## config.mk

```make
export PLATFORM = sky130hd
export DESIGN_NAME = fir_mac_accum_flat
export DESIGN_NICKNAME = d
export VERILOG_FILES = /design/src/rtl/fir_pkg.sv /design/src/rtl/fir_mac_accum_if.sv /design/src/rtl/fir_round_sat.sv /design/src/rtl/fir_mac_accum.sv /design/src/flat_wrapper.sv
export SDC_FILE = /design/constraint.sdc
export NUM_CORES = 1
export LEC_CHECK = 0
export CAP_MARGIN = 20
export CELL_PAD_IN_SITES_DETAIL_PLACEMENT = 1
export CELL_PAD_IN_SITES_GLOBAL_PLACEMENT = 1
export CORE_MARGIN = 2
export CORE_UTILIZATION = 54
export DETAILED_ROUTE_END_ITERATION = 8
export PLACE_DENSITY_LB_ADDON = 0.1
export SLEW_MARGIN = 20
export SYNTH_ARGS = -nofsm -noshare
export SYNTH_HDL_FRONTEND = slang
export SYNTH_HIERARCHICAL = 1
export SYNTH_SLANG_ARGS = --single-unit
```

## constraint.sdc

```tcl
create_clock -name clk -period 4.85 [get_ports clk]
set_input_delay 1.455 -clock clk [delete_from_list [all_inputs] [get_ports clk]]
set_output_delay 1.455 -clock clk [all_outputs]
set_load 0.02 [all_outputs]
```

## src/rtl/fir_pkg.sv

```systemverilog
// fir_pkg: shared constants, tap index type and FSM state encoding for the FIR MAC engine
package fir_pkg;
  localparam int DATA_WIDTH = 16;
  localparam int TAPS       = 64;
  localparam int FRAC_BITS  = 15;
  localparam int TAP_BITS   = $clog2(TAPS);
  localparam int ACC_WIDTH  = 2 * DATA_WIDTH + TAP_BITS;
  typedef logic [TAP_BITS-1:0] tap_t;
  typedef enum logic [1:0] {IDLE, ACCUM, DRAIN, OUTPUT} state_t;
endpackage

```

## src/rtl/fir_mac_accum_if.sv

```systemverilog
// fir_mac_accum_if: sample stream, coefficient fetch and result handshake of the FIR MAC engine
interface fir_mac_accum_if;
  import fir_pkg::*;
  logic                         frame_start;
  logic                         sample_valid;
  logic signed [DATA_WIDTH-1:0] sample_in;
  logic signed [DATA_WIDTH-1:0] coeff_in;
  tap_t                         coeff_addr;
  logic                         busy;
  logic                         overrun;
  logic signed [DATA_WIDTH-1:0] y_data;
  logic                         y_sat;
  logic                         y_valid;
  logic                         y_ready;
  modport master (
    output frame_start, sample_valid, sample_in, coeff_in, y_ready,
    input  coeff_addr, busy, overrun, y_data, y_sat, y_valid
  );
  modport slave (
    input  frame_start, sample_valid, sample_in, coeff_in, y_ready,
    output coeff_addr, busy, overrun, y_data, y_sat, y_valid
  );
endinterface

```

## src/rtl/fir_round_sat.sv

```systemverilog
// fir_round_sat: round-half-up Q-format accumulator to DATA_WIDTH and clamp, flagging saturation
module fir_round_sat
  import fir_pkg::*;
(
  input  logic signed [ACC_WIDTH-1:0]  acc,
  output logic signed [DATA_WIDTH-1:0] y,
  output logic                         sat
);
  localparam logic signed [DATA_WIDTH-1:0] Y_MAX = {1'b0, {(DATA_WIDTH-1){1'b1}}};
  localparam logic signed [DATA_WIDTH-1:0] Y_MIN = {1'b1, {(DATA_WIDTH-1){1'b0}}};
  logic signed [ACC_WIDTH:0] sum, q;
  logic hi, lo;
  // one guard bit keeps the rounding add from wrapping
  assign sum = {acc[ACC_WIDTH-1], acc} + (ACC_WIDTH+1)'(2 ** (FRAC_BITS - 1));
  assign q   = sum >>> FRAC_BITS;
  assign hi  = q > (ACC_WIDTH+1)'(Y_MAX);
  assign lo  = q < (ACC_WIDTH+1)'(Y_MIN);
  assign sat = hi | lo;
  assign y   = hi ? Y_MAX : lo ? Y_MIN : q[DATA_WIDTH-1:0];
endmodule

```

## src/rtl/fir_mac_accum.sv

```systemverilog
// fir_mac_accum: two-stage multiply-accumulate over one 64-tap frame, rounded and saturated
// to a single sample presented on a valid/ready port
module fir_mac_accum
  import fir_pkg::*;
(
  input  logic           clk,
  input  logic           rstn,
  fir_mac_accum_if.slave bus
);
  state_t state, state_nx;
  tap_t tap;
  logic drain, acc_en, accept, last, done, hs, sat_rs;
  logic signed [2*DATA_WIDTH-1:0] prod;
  logic signed [ACC_WIDTH-1:0]    acc;
  logic signed [DATA_WIDTH-1:0]   y_rs;
  assign accept         = state == ACCUM && bus.sample_valid;
  assign last           = accept && tap == tap_t'(TAPS - 1);
  assign done           = state == DRAIN && drain;
  assign hs             = state == OUTPUT && bus.y_valid && bus.y_ready;
  assign bus.coeff_addr = tap;
  assign bus.busy       = state != IDLE;
  fir_round_sat u_round_sat (.acc(acc), .y(y_rs), .sat(sat_rs));
  always_ff @(posedge clk or negedge rstn)
    if (!rstn) state <= IDLE;
    else state <= state_nx;
  always_comb begin
    state_nx = state;
    state_nx = (state == IDLE && bus.frame_start) ? ACCUM :
               last ? DRAIN :
               done ? OUTPUT :
               hs   ? IDLE : state;
  end
  always_ff @(posedge clk or negedge rstn)
    if (!rstn) begin
      tap         <= '0;
      prod        <= '0;
      acc         <= '0;
      acc_en      <= 1'b0;
      drain       <= 1'b0;
      bus.overrun <= 1'b0;
      bus.y_data  <= '0;
      bus.y_sat   <= 1'b0;
      bus.y_valid <= 1'b0;
    end else begin
      bus.overrun <= bus.frame_start && state != IDLE;
      acc_en      <= accept;
      drain       <= state == DRAIN && !drain;
      if (state == IDLE && bus.frame_start) begin
        tap  <= '0;
        prod <= '0;
        acc  <= '0;
      end else begin
        if (accept) begin
          prod <= bus.sample_in * bus.coeff_in;
          tap  <= tap + tap_t'(1);
        end
        // second stage consumes the product registered on the previous accept
        if (acc_en) acc <= acc + ACC_WIDTH'(prod);
      end
      if (done) begin
        bus.y_data  <= y_rs;
        bus.y_sat   <= sat_rs;
        bus.y_valid <= 1'b1;
      end else if (hs) bus.y_valid <= 1'b0;
    end
endmodule

```

## src/flat_wrapper.sv

```systemverilog
// flat-port wrapper written by rule: the top's interface ports become plain ports
module fir_mac_accum_flat import fir_pkg::*;
  (clk, rstn, bus_frame_start, bus_sample_valid, bus_sample_in, bus_coeff_in, bus_y_ready, bus_coeff_addr, bus_busy, bus_overrun, bus_y_data, bus_y_sat, bus_y_valid);
  fir_mac_accum_if bus_i ();
  input  logic clk;
  input  logic rstn;
  input wire logic [$bits(bus_i.frame_start)-1:0] bus_frame_start;
  input wire logic [$bits(bus_i.sample_valid)-1:0] bus_sample_valid;
  input wire logic [$bits(bus_i.sample_in)-1:0] bus_sample_in;
  input wire logic [$bits(bus_i.coeff_in)-1:0] bus_coeff_in;
  input wire logic [$bits(bus_i.y_ready)-1:0] bus_y_ready;
  output wire logic [$bits(bus_i.coeff_addr)-1:0] bus_coeff_addr;
  output wire logic [$bits(bus_i.busy)-1:0] bus_busy;
  output wire logic [$bits(bus_i.overrun)-1:0] bus_overrun;
  output wire logic [$bits(bus_i.y_data)-1:0] bus_y_data;
  output wire logic [$bits(bus_i.y_sat)-1:0] bus_y_sat;
  output wire logic [$bits(bus_i.y_valid)-1:0] bus_y_valid;
  assign bus_i.frame_start = bus_frame_start;
  assign bus_i.sample_valid = bus_sample_valid;
  assign bus_i.sample_in = bus_sample_in;
  assign bus_i.coeff_in = bus_coeff_in;
  assign bus_i.y_ready = bus_y_ready;
  assign bus_coeff_addr = bus_i.coeff_addr;
  assign bus_busy = bus_i.busy;
  assign bus_overrun = bus_i.overrun;
  assign bus_y_data = bus_i.y_data;
  assign bus_y_sat = bus_i.y_sat;
  assign bus_y_valid = bus_i.y_valid;
  fir_mac_accum u_core (.clk(clk), .rstn(rstn), .bus(bus_i));
endmodule
```

==> results of run 1 <==
[cells in the mapped netlist, types with 3 or more instances]
master    number  area, sq um
buf_6          3         33.8
mux2_2        18          203
xnor2_1       41          359
nor2_1        80          300
and2_1       128          801
mux2i_1       30          300
nand4_1       23          144
nor3b_1        4         30.0
nor3_1        18         90.1
nand2_1      189          709
o31ai_1        3         22.5
or3_1          4         25.0
o22ai_1        4         25.0
buf_2          4         20.0
a211oi_1       9         67.6
o21ai_2       12          105
a22o_1         8         70.1
buf_1          6         22.5
o21ai_0       61          305
ha_1         121         1510
a31oi_1        6         37.5
nor2b_1        6         37.5
dfrtp_1       99         2480
nand3_1       26          130
clkbuf_1      49          184
and3_1         5         31.3
o21ai_1        7         35.0
xor2_1        41          359
nand3b_1       7         52.6
a21boi_0       3         22.5
fa_1         263         5270
o211ai_1      10         75.1
nand2b_1      17          106
or2_2          5         31.3
o21a_1         3         22.5
o21bai_1      11         82.6
a21oi_1       65          325
inv_1        357         1340
a31o_2         3         26.3
a21o_1        27          203
[what timing repair did]
item,CTS,global route
setup endpoints to repair,27,27
gates cloned,7,0
endpoints found under the hold margin,0,0
setup buffers,68,19
pin swaps,166,82
resized for setup,351,83
[state kept, by name, indices dropped and copies added, names as in the netlist]
| name | flops |
|---|---|
| u_core/bus.y_sat | 1 |
| u_core/bus.y_data | 16 |
| u_core/acc_en | 1 |
| u_core/acc | 38 |
| u_core/drain | 1 |
| u_core/bus.overrun | 1 |
| u_core/state | 2 |
| u_core/bus.y_valid | 1 |
| u_core/prod | 32 |
| u_core/bus.coeff_addr | 6 |
[path summary, 6_finish.rpt]
check,startpoint,endpoint,cells past startpoint
max,bus_sample_in[4],u_core/prod[31]$_DFFE_PN0P_,24
min,u_core/bus.y_data[1]$_DFFE_PN0P_,u_core/bus.y_data[1]$_DFFE_PN0P_,1
max reg2reg,u_core/acc[26]$_DFFE_PN0P_,u_core/acc[30]$_DFFE_PN0P_,9
min reg2reg,u_core/bus.y_data[1]$_DFFE_PN0P_,u_core/bus.y_data[1]$_DFFE_PN0P_,1
max in group asynchronous,rstn,u_core/acc[35]$_DFFE_PN0P_,2
min in group asynchronous,rstn,u_core/bus.coeff_addr[1]$_DFFE_PN0P_,1
[routing by layer]
layer / global-route usage (%) / vias to the layer above
li1: - / 6285
met1: 48.7 / 8345
met2: 77.7 / 1837
met3: 8.63 / 921
met4: 30.8 / 0
met5: 0 / -
[logic make-up after synthesis]
logic type,synth area share [%]
buffers and inverters,9.76
AOI/OAI and AO/OA,10.2
muxes,3.06
xor gates and xnor gates,4.37
adders and majority gates,41.2
and+or+nand+nor,16.3
DFF,15.1
[layout make-up]
class	count	area, sq um
clock inverter	5	85.1
inverter	358	1360
multi-input combinational	1300	13400
fill	3235	8800
clock buffer	10	239
antenna	1	2.50
sequential	99	2480
tap	390	488
timing repair buffer	321	2970
[metrics by stage]
step / TNS, ns / setup slack [ns] / util [%] / hold slack [ns]
after global routing: -59.05 / -2.98 / 70.5 / 0.535
after floorplan: -30.54 / -1.67 / - / 0.430
after global placement: -55.23 / -2.48 / 63.9 / 0.442
after CTS: -37.01 / -1.85 / 69.2 / 0.473
final: -59.13 / -3.10 / 70.5 / 0.508
after detailed placement: -62.18 / -2.80 / 63.9 / 0.463
==> flow_summary.ini, run 1 <==
[run_status]
status = complete, but fails checks
violations = max-capacitance violations, max-slew violations, negative setup slack

[route]
vias = 17400
drtPass1Iterations = 5
initialDrtViolationCount = 2094
dr_wl_met2_um = 38300
antenna_left = 0
met3_length_um = 10300
drc_errors = 0
highest_layer = met4
wl_per_cell_um = 35.0
vias_per_cell = 7.00
wl_met1_um = 26900
totalWireLength_um = 86900

[sta]
max-slew-margin-rel_pct = -4.26
hold_viol = 0
finalCritPeriodShare_pct = 164
slew_viol_final = 3
finalCriticalPeriod_ns = 7.95
fmax_ghz = 0.126
setup_viol = 27
timing.final.ws_setup_ns = -3.10
rsz0062_at_grt = yes
fin_skew_ns = 0.0125
tightest_slew_ns = 1.52

[die]
rows = 63
die_area_sq_mm = 0.0319
start_util_pct = 55.2
die_h_um = 178
dieWidth_um = 178
boundaryPins = 63
fp.coreArea_sq_mm = 0.0298

[worst_setup_path]
critPathCaptureType = flop
cp.arrival_ns = 8.15
max_stage_delay_ns = 0.93
path_delay_family = adder cells
path_cells = buf_2, buf_6, buf_6, and2_1, fa_1, inv_1, fa_1, inv_1, ha_2, fa_1, inv_1, fa_1, fa_1, inv_2, ha_4, nand4_1, o211ai_1, a21oi_2, o21ai_2, o21ai_2, o211ai_1, a31oi_2, xnor2_1, o21ai_1
crit_top_cell = fa_1
cp.required_ns = 5.04
r2r_slack_ns = 0.66
critPathKind = in -> reg
crit_path_max_fanout = 6
critical-path-slowest-cell = fa_1
crit_buf_inv = 7
start_kind = input port

[placed_design]
placedCellCount = 2381
dp_hpwl_um = 41200
gp_routability_congestion = 0.891
io_buffers = 62
place_area_sq_mm = 0.0191

[global_routing]
antenna_found_initial = 1
grt_overflow_total = 0
first_global_vias = 18200
grt_max_degree = 76
track_usage_pct = 44.5
grt_pass1_wl_um = 106000

[logic_synthesis]
synthArstFlopShare_pct = 100
synth_edf_count = 0
ys_seq_elements = 99
synth_cell_types = 74
synthCells = 1819
synth-main-ff-cell = dfrtp_1
avgSynthCellArea_sq_um = 9.04
ys_warn_count = 6
synth_nets = 2240
netlist_area_sq_mm = 0.0164
seq_area_frac_synth_pct = 15.1

[clocking]
h-tree-depth = 3
cts_inserted_buffers = 9
clk_latency_ns = 0.36
cts_buffer_depth = 2
cts-root-buf = clkbuf_16
cts_hold_buf = 0
cts_sinks = 99
cts_tree = built
clkSlewWorstSetupHoldPaths_ns = 0.08

[layout]
syn2layout_area_growth_pct = 27.7
drive_gt1_share_pct = 29.3
postLayoutCellArea_sq_mm = 0.0210
layout_common_cells = inv_1 (289), fa_1 (231), buf_4 (183), nand2_1 (163), dfrtp_1 (98)
final_nets = 2510
final_common_cell = inv_1
finalNonFillerCells = 2484

[flow_run]
cap_violations = 1

[worst_hold_path]
hold_class = reg -> reg
Power of run 1 is left out: the tool's default activity adds up to more than one toggle a clock period on the data nets, which glitch-free logic cannot reach.
==> run 2, diff against run 1 <==
--- a/config.mk
+++ b/config.mk
@@ -10,6 +10,7 @@
 export CELL_PAD_IN_SITES_GLOBAL_PLACEMENT = 1
 export CORE_MARGIN = 2
 export CORE_UTILIZATION = 54
+export CTS_CLUSTER_SIZE = 24
 export DETAILED_ROUTE_END_ITERATION = 8
 export PLACE_DENSITY_LB_ADDON = 0.1
 export SLEW_MARGIN = 20
==> results of run 2 <==
No change in the layout: final DEF, timing and power equal those of run 1.
Power of run 2 is left out for the same reason.
==> run 3, diff against run 2 <==
--- a/config.mk
+++ b/config.mk
@@ -9,7 +9,7 @@
 export CELL_PAD_IN_SITES_DETAIL_PLACEMENT = 1
 export CELL_PAD_IN_SITES_GLOBAL_PLACEMENT = 1
 export CORE_MARGIN = 2
-export CORE_UTILIZATION = 54
+export CORE_UTILIZATION = 52
 export CTS_CLUSTER_SIZE = 24
 export DETAILED_ROUTE_END_ITERATION = 8
 export PLACE_DENSITY_LB_ADDON = 0.1
==> run 3 against run 2 <==
The run ends with negative setup slack left. Die area increased by 3.8%. Final cell count grew 0.81%. First-iteration DRC count shrank 41%. Utilization down 3.8 points. Setup slack improved by 0.74 ns. Maximum frequency is 10% higher.
==> flow_summary.ini, run 3 (same netlist as run 1, synthesis figures left out) <==
[layout]
drive_gt1_share_pct = 29.3
final_common_cell = inv_1
largest_reg_flops = 38
regMostFlops = u_core/acc
reg_top3 = u_core/acc: 38 flops, u_core/prod: 32 flops, u_core/bus.y_data: 16 flops
layout_common_cells = inv_1 (284), fa_1 (233), buf_4 (211), nand2_1 (172), dfrtp_1 (98)
fin_util_pct = 66.7
antennaDiodeCount = 0
syn2layout_area_growth_pct = 27.0
final_nets = 2518

[die]
rows = 65
die_h_um = 182
fp.coreArea_sq_mm = 0.0313
start_util_pct = 52.5
boundaryPins = 63
dieWidth_um = 182
die_area_sq_mm = 0.0330

[global_routing]
grt_overflow_total = 0
track_usage_pct = 38.7
grt_max_degree = 52
first_global_vias = 17200
antenna_found_initial = 0
grt_pass1_wl_um = 97800

[clocking]
cts_sinks = 99
h-tree-depth = 3
clk_latency_ns = 0.35
cts_inserted_buffers = 9
cts_hold_buf = 0
clkSlewWorstSetupHoldPaths_ns = 0.07
cts_tree = built
cts-root-buf = clkbuf_16
cts_buffer_depth = 2

[sta]
finalCritPeriodShare_pct = 149
tns_ns = -46.62
max-slew-margin-rel_pct = 38.5
finalCriticalPeriod_ns = 7.21
setup_viol = 27
timing.final.ws_setup_ns = -2.36
tightest_slew_ns = 0.899
hold_viol = 0
rsz0062_at_grt = yes
fin_skew_ns = 0.0111
fmax_ghz = 0.139
slew_viol_final = 0

[worst_setup_path]
crit_path_max_fanout = 5
critPathKind = in -> reg
r2r-start = u_core/acc[14]$_DFFE_PN0P_
start_kind = input port
critPathCaptureType = flop
crit_start = bus_coeff_in[14]
r2r_slack_ns = 1.54
cp.arrival_ns = 7.42
cp.required_ns = 5.06

[route]
vias_per_cell = 6.29
totalWireLength_um = 71900
antenna_left = 0
drtPass1Iterations = 5
vias = 15700
drc_errors = 0
wl_per_cell_um = 28.7
initialDrtViolationCount = 1238

[worst_hold_path]
min_from = u_core/drain$_DFF_PN0_
hold_class = reg -> reg

[flow_run]
cap_violations = 0

[placed_design]
pre_cts_ws_ns = -2.91
gp_routability_congestion = 0.879
io_buffers = 62
dp_hpwl_um = 40900

[run_status]
violations = negative setup slack
status = complete, but fails checks
run 3: changes by cell type in the layout (fill, tap and decap cells not counted), moves of 5 or more:
cell / delta
inv_2: +5
nand2_1: +9
nor2_2: +6
buf_2: -6
buf_6: -14
nor2_1: -5
buf_4: +28
inv_1: -5
nand2_2: -5
run 3: final cells by class:
class                      instances  area, sq um
clock buffer                      11          233
clock inverter                     5         86.3
fill                            3463        10400
inverter                         358         1360
multi-input combinational       1300        13300
sequential                        99         2480
tap                              402          503
timing repair buffer             329         2900
run 3: worst max-delay path: stages:
cell	delay (ns)
dlygate4sd2_1	0.28
buf_6	0.16
and2_1	0.17
fa_1	0.61
fa_2	0.48
fa_2	0.63
fa_2	0.46
fa_1	0.59
inv_1	0.09
fa_1	0.44
inv_1	0.21
ha_4	0.27
a21o_1	0.18
a21oi_2	0.16
o21ai_2	0.11
nand3b_1	0.23
o21ai_4	0.23
o211ai_1	0.14
a21oi_1	0.22
xor2_1	0.19
o21ai_0	0.11
run 3: per-stage QoR:
stage / instances / hold WS [ns] / area, sq um
2_1_floorplan: 1819 / 0.430 / 17000
3_3_place_gp: 2401 / 0.457 / 19100
3_5_place_dp: 2401 / 0.465 / 19100
4_1_cts: 2486 / 0.476 / 20400
5_1_grt: 2504 / 0.508 / 20900
6_report: 2504 / 0.475 / 20900
run 3: repair_timing:
action	in CTS	in global routing
gates cloned	6	0
gates resized for setup	276	112
setup buffers	64	23
endpoints found under the hold margin	0	0
setup endpoints to repair	27	27
pin swaps	131	91
run 3: metal layers:
| metal | part of all wire [%] | global-route usage (%) | up-vias | wire, um |
|---|---|---|---|---|
| li1 | - | - | 6298 | - |
| met1 | 35 | 43.3 | 7893 | 24900 |
| met2 | 49 | 70.3 | 1053 | 35100 |
| met3 | 7.0 | 5.17 | 504 | 5030 |
| met4 | 9.7 | 23.2 | 0 | 6970 |
| met5 | 0 | 0 | - | 0 |
run 3: worst paths after layout:
path                                                        end  cells past startpoint
max                                 u_core/prod[29]$_DFFE_PN0P_                     21
min                                      u_core/drain$_DFF_PN0_                      1
max reg2reg                    u_core/bus.y_data[4]$_DFFE_PN0P_                      8
min reg2reg                              u_core/drain$_DFF_PN0_                      1
max in group asynchronous               u_core/acc_en$_DFF_PN0_                      2
min in group asynchronous  u_core/bus.coeff_addr[4]$_DFFE_PN0P_                      1
Power of run 3 is left out for the same reason.
